$ cat config.mk
export PLATFORM = sky130hd
export DESIGN_NAME = spi_flash_ctrl_pg
export DESIGN_NICKNAME = d
export VERILOG_FILES = /design/src/rtl/spi_flash_pkg.sv /design/src/rtl/spi_flash_chunk_calc.sv /design/src/rtl/spi_flash_ctrl_pg.sv
export SDC_FILE = /design/constraint.sdc
export NUM_CORES = 1
export LEC_CHECK = 0
export CAP_MARGIN = 25
export CORE_MARGIN = 2
export CORE_UTILIZATION = 50
export DETAILED_ROUTE_END_ITERATION = 8
export PLACE_DENSITY = 0.76
export RECOVER_POWER = 50
export SETUP_SLACK_MARGIN = 0.1
export SYNTH_ARGS = -nofsm -noshare
export SYNTH_HDL_FRONTEND = slang
export SYNTH_HIERARCHICAL = 1
export SYNTH_SLANG_ARGS = --single-unit
$ cat constraint.sdc
create_clock -name sys_clk -period 11.1 [get_ports sys_clk]
set_input_delay 2.775 -clock sys_clk [delete_from_list [all_inputs] [get_ports sys_clk]]
set_output_delay 2.775 -clock sys_clk [all_outputs]
set_load 0.05 [all_outputs]
$ cat src/rtl/spi_flash_pkg.sv
// Shared constants for the paged SPI flash controller: request op codes,
// flash opcodes (3- and 4-byte address variants) and FSM state encoding.
package spi_flash_pkg;

  // Request op field
  localparam logic [1:0] OP_READ  = 2'd0;
  localparam logic [1:0] OP_WRITE = 2'd1;
  localparam logic [1:0] OP_SE    = 2'd2;
  localparam logic [1:0] OP_BE    = 2'd3;

  // Flash opcodes
  localparam logic [7:0] CMD_WREN  = 8'h06;
  localparam logic [7:0] CMD_RDSR  = 8'h05;
  localparam logic [7:0] CMD_READ3 = 8'h03;
  localparam logic [7:0] CMD_READ4 = 8'h13;
  localparam logic [7:0] CMD_PP3   = 8'h02;
  localparam logic [7:0] CMD_PP4   = 8'h12;
  localparam logic [7:0] CMD_SE3   = 8'hD8;
  localparam logic [7:0] CMD_SE4   = 8'hDC;
  localparam logic [7:0] CMD_BE    = 8'hC7;

  // FSM states
  localparam logic [2:0] ST_IDLE  = 3'd0;
  localparam logic [2:0] ST_WREN  = 3'd1;
  localparam logic [2:0] ST_READ  = 3'd2;
  localparam logic [2:0] ST_PROG  = 3'd3;
  localparam logic [2:0] ST_ERASE = 3'd4;
  localparam logic [2:0] ST_POLL  = 3'd5;
  localparam logic [2:0] ST_GAP   = 3'd6;
  localparam logic [2:0] ST_ACK   = 3'd7;

  // Pick the 4-byte opcode variant when the address is 32 bits wide.
  function automatic logic [7:0] opc_sel(input logic four, input logic [7:0] o3,
                                         input logic [7:0] o4);
    return four ? o4 : o3;
  endfunction

endpackage

$ cat src/rtl/spi_flash_chunk_calc.sv
// Page-program chunk size: min(remain, PAGE_SIZE - page offset).
// Ports:
//   pg_off  in  offset of the current address within its page
//   remain  in  bytes still to program
//   chunk   out bytes to program in this page
module spi_flash_chunk_calc #(
  parameter  int SIZE_W    = 12,
  parameter  int PAGE_SIZE = 256,
  localparam int PG_W      = $clog2(PAGE_SIZE)
) (
  input  logic [PG_W-1:0]   pg_off,
  input  logic [SIZE_W-1:0] remain,
  output logic [SIZE_W-1:0] chunk
);

  // Common width wide enough for both a full page count and the length field.
  localparam int W = (SIZE_W > PG_W + 1) ? SIZE_W : PG_W + 1;

  logic [W-1:0] room, rem_w;

  assign room  = W'(PAGE_SIZE) - W'(pg_off);
  assign rem_w = W'(remain);
  // Result never exceeds remain, so it always fits SIZE_W.
  assign chunk = SIZE_W'((rem_w < room) ? rem_w : room);

endmodule

$ cat src/rtl/spi_flash_ctrl_pg.sv
// Paged SPI flash controller. Turns read / write / sector-erase / bulk-erase
// requests into WREN, READ, PP, SE/BE and RDSR commands for the SPI command
// layer. Writes are split at page boundaries, each chunk followed by a WIP
// poll; polling gives up after POLL_TIMEOUT cycles and reports err.
// Ports:
//   sys_clk, rst                   clock, async active-high reset
//   req/op/req_addr/req_size       request side, sampled in IDLE
//   ack/err                        completion pulse, err = poll timeout
//   wr_data/wr_data_req            write byte stream (pass-through)
//   rd_data/rd_valid               registered read byte stream
//   cmd/cmd_valid/cmd_ack/addr/size command layer handshake
//   data_in/data_req/data_out/data_valid command layer byte path
module spi_flash_ctrl_pg
  import spi_flash_pkg::*;
#(
  parameter int          ADDR_W       = 24,
  parameter int          SIZE_W       = 12,
  parameter int          PAGE_SIZE    = 256,
  parameter logic [23:0] POLL_TIMEOUT = 24'd12_000_000
) (
  input  logic              sys_clk,
  input  logic              rst,
  input  logic              req,
  input  logic [1:0]        op,
  input  logic [ADDR_W-1:0] req_addr,
  input  logic [SIZE_W-1:0] req_size,
  output logic              ack,
  output logic              err,
  input  logic [7:0]        wr_data,
  output logic              wr_data_req,
  output logic [7:0]        rd_data,
  output logic              rd_valid,
  output logic [7:0]        cmd,
  output logic              cmd_valid,
  input  logic              cmd_ack,
  output logic [ADDR_W-1:0] addr,
  output logic [SIZE_W-1:0] size,
  output logic [7:0]        data_in,
  input  logic              data_req,
  input  logic [7:0]        data_out,
  input  logic              data_valid
);

  localparam int   PG_W = $clog2(PAGE_SIZE);
  localparam logic FOUR = (ADDR_W == 32);

  logic [2:0]        state, state_nxt;
  logic [1:0]        op_q;
  logic [ADDR_W-1:0] cur_addr;
  logic [SIZE_W-1:0] remain, chunk;
  logic [23:0]       tmo;
  logic              wip, to_flag;
  logic              cmd_done, tmo_hit, wip_now, polling;
  logic              is_cmd;
  logic [7:0]        cmd_nxt;
  logic [SIZE_W-1:0] size_nxt;

  assign data_in     = wr_data;
  assign wr_data_req = data_req;

  spi_flash_chunk_calc #(.SIZE_W(SIZE_W), .PAGE_SIZE(PAGE_SIZE)) u_chunk (
    .pg_off (cur_addr[PG_W-1:0]),
    .remain (remain),
    .chunk  (chunk)
  );

  // Only an ack for a command we actually issued counts.
  assign cmd_done = cmd_valid & cmd_ack;
  assign polling  = (state == ST_POLL) || (state == ST_GAP);
  assign tmo_hit  = polling && (tmo == POLL_TIMEOUT - 24'd1);
  // Status byte may land in the same cycle as cmd_ack.
  assign wip_now  = data_valid ? data_out[0] : wip;

  always_comb begin
    state_nxt = state;
    case (state)
      ST_IDLE:
        if (req && !ack) begin
          if ((op == OP_READ || op == OP_WRITE) && req_size == '0) state_nxt = ST_ACK;
          else if (op == OP_READ)                                  state_nxt = ST_READ;
          else                                                     state_nxt = ST_WREN;
        end
      ST_WREN:  if (cmd_done) state_nxt = (op_q == OP_WRITE) ? ST_PROG : ST_ERASE;
      ST_READ:  if (cmd_done) state_nxt = ST_ACK;
      ST_PROG:  if (cmd_done) state_nxt = ST_POLL;
      ST_ERASE: if (cmd_done) state_nxt = ST_POLL;
      ST_POLL:
        if (tmo_hit)       state_nxt = ST_ACK;
        else if (cmd_done) state_nxt = wip_now ? ST_GAP : ((remain != '0) ? ST_WREN : ST_ACK);
      ST_GAP:   state_nxt = tmo_hit ? ST_ACK : ST_POLL;
      ST_ACK:   state_nxt = ST_IDLE;
      default:  state_nxt = ST_IDLE;
    endcase
  end

  // Command presented by each command state.
  always_comb begin
    is_cmd   = 1'b1;
    cmd_nxt  = CMD_WREN;
    size_nxt = '0;
    case (state)
      ST_WREN:  ;
      ST_READ:  begin cmd_nxt = opc_sel(FOUR, CMD_READ3, CMD_READ4); size_nxt = remain; end
      ST_PROG:  begin cmd_nxt = opc_sel(FOUR, CMD_PP3, CMD_PP4);     size_nxt = chunk;  end
      ST_ERASE: cmd_nxt = (op_q == OP_BE) ? CMD_BE : opc_sel(FOUR, CMD_SE3, CMD_SE4);
      ST_POLL:  begin cmd_nxt = CMD_RDSR; size_nxt = SIZE_W'(1); end
      default:  is_cmd = 1'b0;
    endcase
  end

  always_ff @(posedge sys_clk or posedge rst) begin
    if (rst) begin
      state     <= ST_IDLE;
      op_q      <= OP_READ;
      cur_addr  <= '0;
      remain    <= '0;
      tmo       <= '0;
      wip       <= 1'b0;
      to_flag   <= 1'b0;
      ack       <= 1'b0;
      err       <= 1'b0;
      cmd       <= CMD_READ3;
      cmd_valid <= 1'b0;
      addr      <= '0;
      size      <= '0;
      rd_data   <= '0;
      rd_valid  <= 1'b0;
    end else begin
      state <= state_nxt;
      ack   <= 1'b0;

      case (state)
        ST_IDLE:
          if (state_nxt != ST_IDLE) begin
            op_q     <= op;
            cur_addr <= req_addr;
            remain   <= req_size;
            err      <= 1'b0;
            to_flag  <= 1'b0;
          end
        ST_PROG:
          if (cmd_done) begin
            cur_addr <= cur_addr + ADDR_W'(chunk);
            remain   <= remain - chunk;
          end
        ST_ACK: begin
          ack <= 1'b1;
          err <= to_flag;
        end
        default: ;
      endcase

      // Timeout window spans all POLL/GAP rounds after one PROG/ERASE.
      if (state_nxt == ST_POLL && (state == ST_PROG || state == ST_ERASE)) tmo <= '0;
      else if (polling)                                                    tmo <= tmo + 24'd1;
      if (tmo_hit) to_flag <= 1'b1;

      if (state == ST_POLL && data_valid) wip <= data_out[0];

      // Any state change drops cmd_valid, so consecutive commands always
      // have at least one idle cycle; a new command loads once state settles.
      if (state_nxt != state) cmd_valid <= 1'b0;
      else if (is_cmd && !cmd_valid) begin
        cmd_valid <= 1'b1;
        cmd       <= cmd_nxt;
        addr      <= cur_addr;
        size      <= size_nxt;
      end

      rd_valid <= (state == ST_READ) && data_valid;
      if (state == ST_READ && data_valid) rd_data <= data_out;
    end
  end

endmodule
# After elaboration in Yosys (flattened, before gate mapping)

Cells that the tools add are included.

Register bits: 123
Bits of input ports: 60

Add/subtract/negate cells: 4
Order comparisons: 1
Equality and inequality tests: 15
Muxes and demuxes: 34
Bitwise gates (word level): 2
Reduce and logical (&&, ||, !) cells: 30

Operators with widths:

| operator              | count |
|---|---|
| $mux 24               | 4 |
| $pmux 24 s2           | 1 |
| $mux 12               | 3 |
| $pmux 12 s3           | 1 |
| $pmux 8 s4            | 1 |
| $mux 3                | 10 |
| $add 24x1->24 const B | 1 |
| $add 24x12->24        | 1 |
| $eq 24x24->1 const B  | 1 |
| $pmux 12 s2           | 1 |
| $pmux 3 s7            | 1 |
| $eq 3x3->1 const B    | 5 |
| $logic_not 12->1      | 1 |
| $lt 12x12->1          | 1 |
| $reduce_bool 12->1    | 1 |
| $reduce_bool 2->1     | 6 |
| $sub 12x12->12        | 1 |
| $sub 9x8->10 const A  | 1 |
| $mux 1                | 8 |
| $reduce_and 2->1      | 4 |
| $logic_and 1x1->1     | 7 |
| $eq 3x2->1 const B    | 2 |
| $mux 5                | 1 |
| $reduce_or 5->1       | 1 |
| 16 further kinds      | 22 |

# Depth between registers and ports, before layout

Depth in word-level cells: 10
Gate-level depth with buffers: 20
Mapped depth without buffers: 19

# Hierarchy

The synthesis kept the hierarchy.

By module, submodules not included:

| module               | times used | cells an instance | area each (µm²) |
|---|---|---|---|
| spi_flash_ctrl_pg    | 1          | 731               | 6993.0 |
| spi_flash_chunk_calc | 1          | 58                | 470.5 |

# Worst setup path after synthesis

No wires, ideal clock.

Kind: input-to-output
From: input wr_data[0]
To: output data_in[0]
Arrival: 2945 ps
Required time: 8325 ps
Slack: 5380 ps
Cell stages on the path: 1
Path through: buf_4

RTL lines:

| item               | RTL line                | RTL |
|---|---|---|
| start: declaration | spi_flash_ctrl_pg.sv:29 | `input logic [7:0] wr_data,` |
| end: declaration   | spi_flash_ctrl_pg.sv:38 | `output logic [7:0] data_in,` |

No word-level cell between the ends.

# Worst setup path after layout

From: register cur_addr[4]
To: register cur_addr[16]

Cells in the longest elaborated chain, start to end: 6

Ends and longest elaborated chain:

| item                     | RTL line                   | RTL |
|---|---|---|
| start: declaration       | spi_flash_ctrl_pg.sv:49    | `logic [ADDR_W-1:0] cur_addr;` |
| start signal: assignment | spi_flash_ctrl_pg.sv:136   | `cur_addr <= req_addr;` |
| start signal: assignment | spi_flash_ctrl_pg.sv:143   | `cur_addr <= cur_addr + ADDR_W'(chunk);` |
| $sub 9x8->10             | spi_flash_chunk_calc.sv:21 | `assign room = W'(PAGE_SIZE) - W'(pg_off);` |
| $lt 12x12->1             | spi_flash_chunk_calc.sv:24 | `assign chunk = SIZE_W'((rem_w < room) ? rem_w : room);` |
| $mux 12                  | spi_flash_chunk_calc.sv:24 |  |
| via chunk[0]             | spi_flash_ctrl_pg.sv:50    | `logic [SIZE_W-1:0] remain, chunk;` |
| $add 24x12->24           | spi_flash_ctrl_pg.sv:143   |  |
| $mux 24                  | spi_flash_ctrl_pg.sv:142   | `if (cmd_done) begin` |
| $pmux 24 s2              | spi_flash_ctrl_pg.sv:132   | `case (state)` |

The timed path passes the listed nets, and every way through them passes these cells. The select of a mux whose other input is x is not followed.
A chain may end at the register's enable or synchronous reset.

==> flow_metrics.py <==
metrics = {
    "run_status": {
        "outcome": "complete, but fails checks",
        "violations": "capacitance limit, slew limit",
    },
    "placement": {
        "dpl.hpwl_um": 12900,
        "dp_slack_ns": 5.03,
        "port_buffers": 105,
        "dp_cells": 1039,
        "gp_congestion": 0.895,
    },
    "clocking": {
        "postCtsSetupBuffers": 0,
        "numClockSinks": 120,
        "clock-root-buffer": "clkbuf_16",
        "cts_inserted_buffers": 17,
        "clkLatencyLatePin_ns": 0.42,
        "htree_levels": 4,
        "clockBufferDepth": 2,
        "cts_tree": "done",
        "clk_pin_slew_ns": 0.05,
        "ctsHoldBuffers": 0,
        "cts_resized": 0,
    },
    "sta": {
        "hold_violations": 0,
        "finalSetupTns_ns": 0,
        "worst_slew_pin_slew_ns": 2.24,
        "fin_worst_skew_ns": 0.00499,
        "rsz0062_at_grt": "no",
        "finalCriticalPeriod_ns": 5.88,
        "fin_ws_ns": 5.22,
        "setup_viol_count_final": 0,
        "drv_slew": 52,
        "period_share_pct": 53.0,
        "clock.fmax_mhz": 170,
        "relSlewSlack_pct": -50.1,
    },
    "worst_setup_path": {
        "critPathLaunchType": "flop",
        "reg2regPathDepth": 18,
        "crit_chain": "nor4_1 > nand2_1 > or3_1 > ha_1 > and3_1 > a22oi_1 > o211a_1 > mux2_4 > ha_1 > inv_1 > fa_1 > nor2b_1 > o31ai_1 > a211oi_1 > o31ai_1 > nor2_1 > mux2i_1 > o22ai_1",
        "cp_slowest_cell": "o31ai_1",
        "cp.required_ns": 11.37,
        "critPathCaptureType": "flop",
        "r2r_slack_ns": 5.22,
        "path_max_fanout": 9,
        "r2r-start": "cur_addr[4]$_DFFE_PP0P_",
        "cp_top_family": "compound AO/OA/AOI/OAI gates",
        "slowest_delay_ns": 0.79,
        "critical_path_class": "reg -> reg",
        "crit_buf_inv": 1,
        "r2r-end": "cur_addr[16]$_DFFE_PP0P_",
        "cp.arrival_ns": 6.15,
    },
    "global_routing": {
        "grt_max_degree": 71,
        "grt_pass1_vias": 6005,
        "grt_pass1_wl_um": 30300,
        "grt.total_usage_pct": 23.8,
        "grt-ovfl-total": 0,
        "antenna_found_initial": 0,
    },
    "yosys": {
        "ys_warn_count": 6,
        "muxShareOfSynthArea_pct": 8.89,
        "synth_common_cells": "dfrtp_1 (118), nand2_1 (87), nor2_1 (67)",
        "synth_edf_count": 0,
        "syn_area_per_cell_um2": 9.46,
        "synth_compound_area_share_pct": 16.2,
        "synth_flop_cell": "dfrtp_1",
        "netlist_area_um2": 7460,
        "ys_ff_latch": 120,
        "synthAdderAreaFrac_pct": 6.07,
        "synth_cells": 789,
        "synth.most_common_cell": "dfrtp_1",
        "yosysSeqAreaShare_pct": 40.3,
        "synth_top_area_cell": "dfrtp_1",
        "yosysUniqueCellTypes": 67,
        "synth-simple-area-share_pct": 17.8,
        "ys_top_cells_by_area": "dfrtp_1 (40%), ha_1 (5.5%), mux2_4 (5.2%), nand2_1 (4.4%), nor2_1 (3.4%)",
        "synth_top_family_by_area": "simple AND/OR/NAND/NOR gates",
        "yosysTopAreaCellShare_pct": 39.6,
        "synth_xor_area_share_pct": 4.91,
        "async_reset_ff_share_pct": 100,
    },
    "routing": {
        "dr.pass1.iters": 5,
        "drt_iter0_markers": 501,
        "viasPerCell": 5.73,
        "route.detailed.drc": 0,
        "wl_per_cell_um": 17.0,
        "num_vias": 6142,
        "postRouteAntennaNets": 0,
        "wl_um": 18200,
    },
    "floorplan": {
        "die_w_um": 126,
        "io_pins": 125,
        "die_area_um2": 15900,
        "start_util_pct": 51.4,
        "num_rows": 44,
        "die_h_um": 126,
        "coreArea_um2": 14500,
    },
    "final_layout": {
        "stdcell_count": 1072,
        "n_antenna_cell": 0,
        "area_growth_syn_to_layout_pct": 22.9,
        "layout-drive-gt1-share_pct": 10.2,
        "finalCoreUtilization_pct": 63.1,
        "fin_nets": 970,
    },
    "power_and_ir_drop": {
        "power_leakage_nw": 4.08,
        "ir_drop_mv": 0.171,
        "powerDensity_nw_per_um2": 370,
    },
    "hold_path": {
        "hold_path_depth": 2,
        "hp-class": "reg -> reg",
        "min-delay-start": "cmd[0]$_DFFE_PP1P_",
        "worstHoldEndpoint": "cmd[0]$_DFFE_PP1P_",
    },
    "run": {
        "maxCapViolCount": 1,
    },
}
==> flip-flops by register name, summed over array words and instances, names as in the netlist, 3 cells and up <==
register / count
addr: 24
cmd: 5
cur_addr: 24
rd_data: 8
remain: 12
size: 12
state: 3
tmo: 24
==> worst min-delay path: stages (launching register included) <==
cell	delay, ns
dfstp_2	0.37
nand2_1	0.05
o21ai_1	0.05
==> placed cells by master, fill, tap and decap left out, types with 5 or more instances in the layout <==
cell type / synthesis / routed
a211oi_1: 12 / 12
a21o_1: 12 / 12
a21oi_1: 48 / 47
a22oi_1: 15 / 15
a31oi_1: 15 / 15
and2_1: 7 / 7
and3_1: 12 / 12
clkbuf_16: 0 / 17
clkbuf_8: 0 / 5
clkdlybuf4s50_1: 0 / 59
dfrtp_1: 118 / 118
dlygate4sd3_1: 0 / 46
ha_1: 33 / 33
inv_1: 37 / 36
mux2_2: 10 / 9
mux2_4: 26 / 26
mux2i_1: 16 / 16
nand2_1: 87 / 87
nand3_1: 23 / 23
nand4_1: 13 / 13
nor2_1: 67 / 66
nor2b_1: 10 / 10
nor3_1: 20 / 20
nor4_1: 8 / 8
o21a_1: 9 / 9
o21ai_0: 27 / 27
o21ai_1: 9 / 9
o22ai_1: 5 / 5
o31ai_1: 5 / 5
xnor2_1: 22 / 22
xor2_1: 18 / 18
==> worst max path at each step <==
stage                                  from                       end  slack (ns)  depth (start not counted)
global placement                        req       addr[2]$_DFFE_PP0P_        5.03                          7
CTS                 cur_addr[4]$_DFFE_PP0P_  cur_addr[16]$_DFFE_PP0P_        5.38                         18
global route        cur_addr[4]$_DFFE_PP0P_  cur_addr[16]$_DFFE_PP0P_        4.85                         18
detailed placement                      req       addr[0]$_DFFE_PP0P_        5.03                          7
floorplan                               rst             ack$_DFF_PP0_        5.14                          1
finish              cur_addr[4]$_DFFE_PP0P_  cur_addr[16]$_DFFE_PP0P_        5.22                         18
==> cell type report <==
| type | instances | area [µm²] |
|---|---|---|
| flip-flops and latches | 120 | 3010 |
| clock buffers | 25 | 505 |
| fillers | 1221 | 5360 |
| repair buffers | 111 | 1120 |
| multi-input cells | 588 | 4040 |
| clock inverters | 7 | 138 |
| inverters | 37 | 140 |
| well taps | 184 | 230 |
==> power by group <==
part	switching (W)	internal, W
clock network	0.000192	0.000405
logic	0.00118	0.000814
registers	0.000191	0.000613
==> logic make-up after synthesis <==
kind of cell,count (synthesis)
multiplexers,52
XOR/XNOR,41
AO/OA/AOI/OAI,184
flip-flops,120
adder cells (fa/ha/maj),35
other,2
buffers and inverters,83
AND/OR/NAND/NOR,272
==> per-stage QoR <==
stage,power (W),area (µm²),hold WS (ns)
after detailed placement,0.00279,8510,0.466
final,0.00340,9170,0.471
after floorplan,0.00234,7470,0.449
after CTS,0.00341,9150,0.474
after global routing,0.00364,9170,0.496
after global placement,0.00275,8500,0.464
==> per-layer routing <==
layer	global-route usage, %	wire length, µm	part of all wire, %
met4	7.95	422	2.3
met3	5.61	951	5.2
met5	0	0	0
met2	38.5	8850	49
met1	31.6	7990	44
No activity file was read; power rests on OpenSTA's default activity.
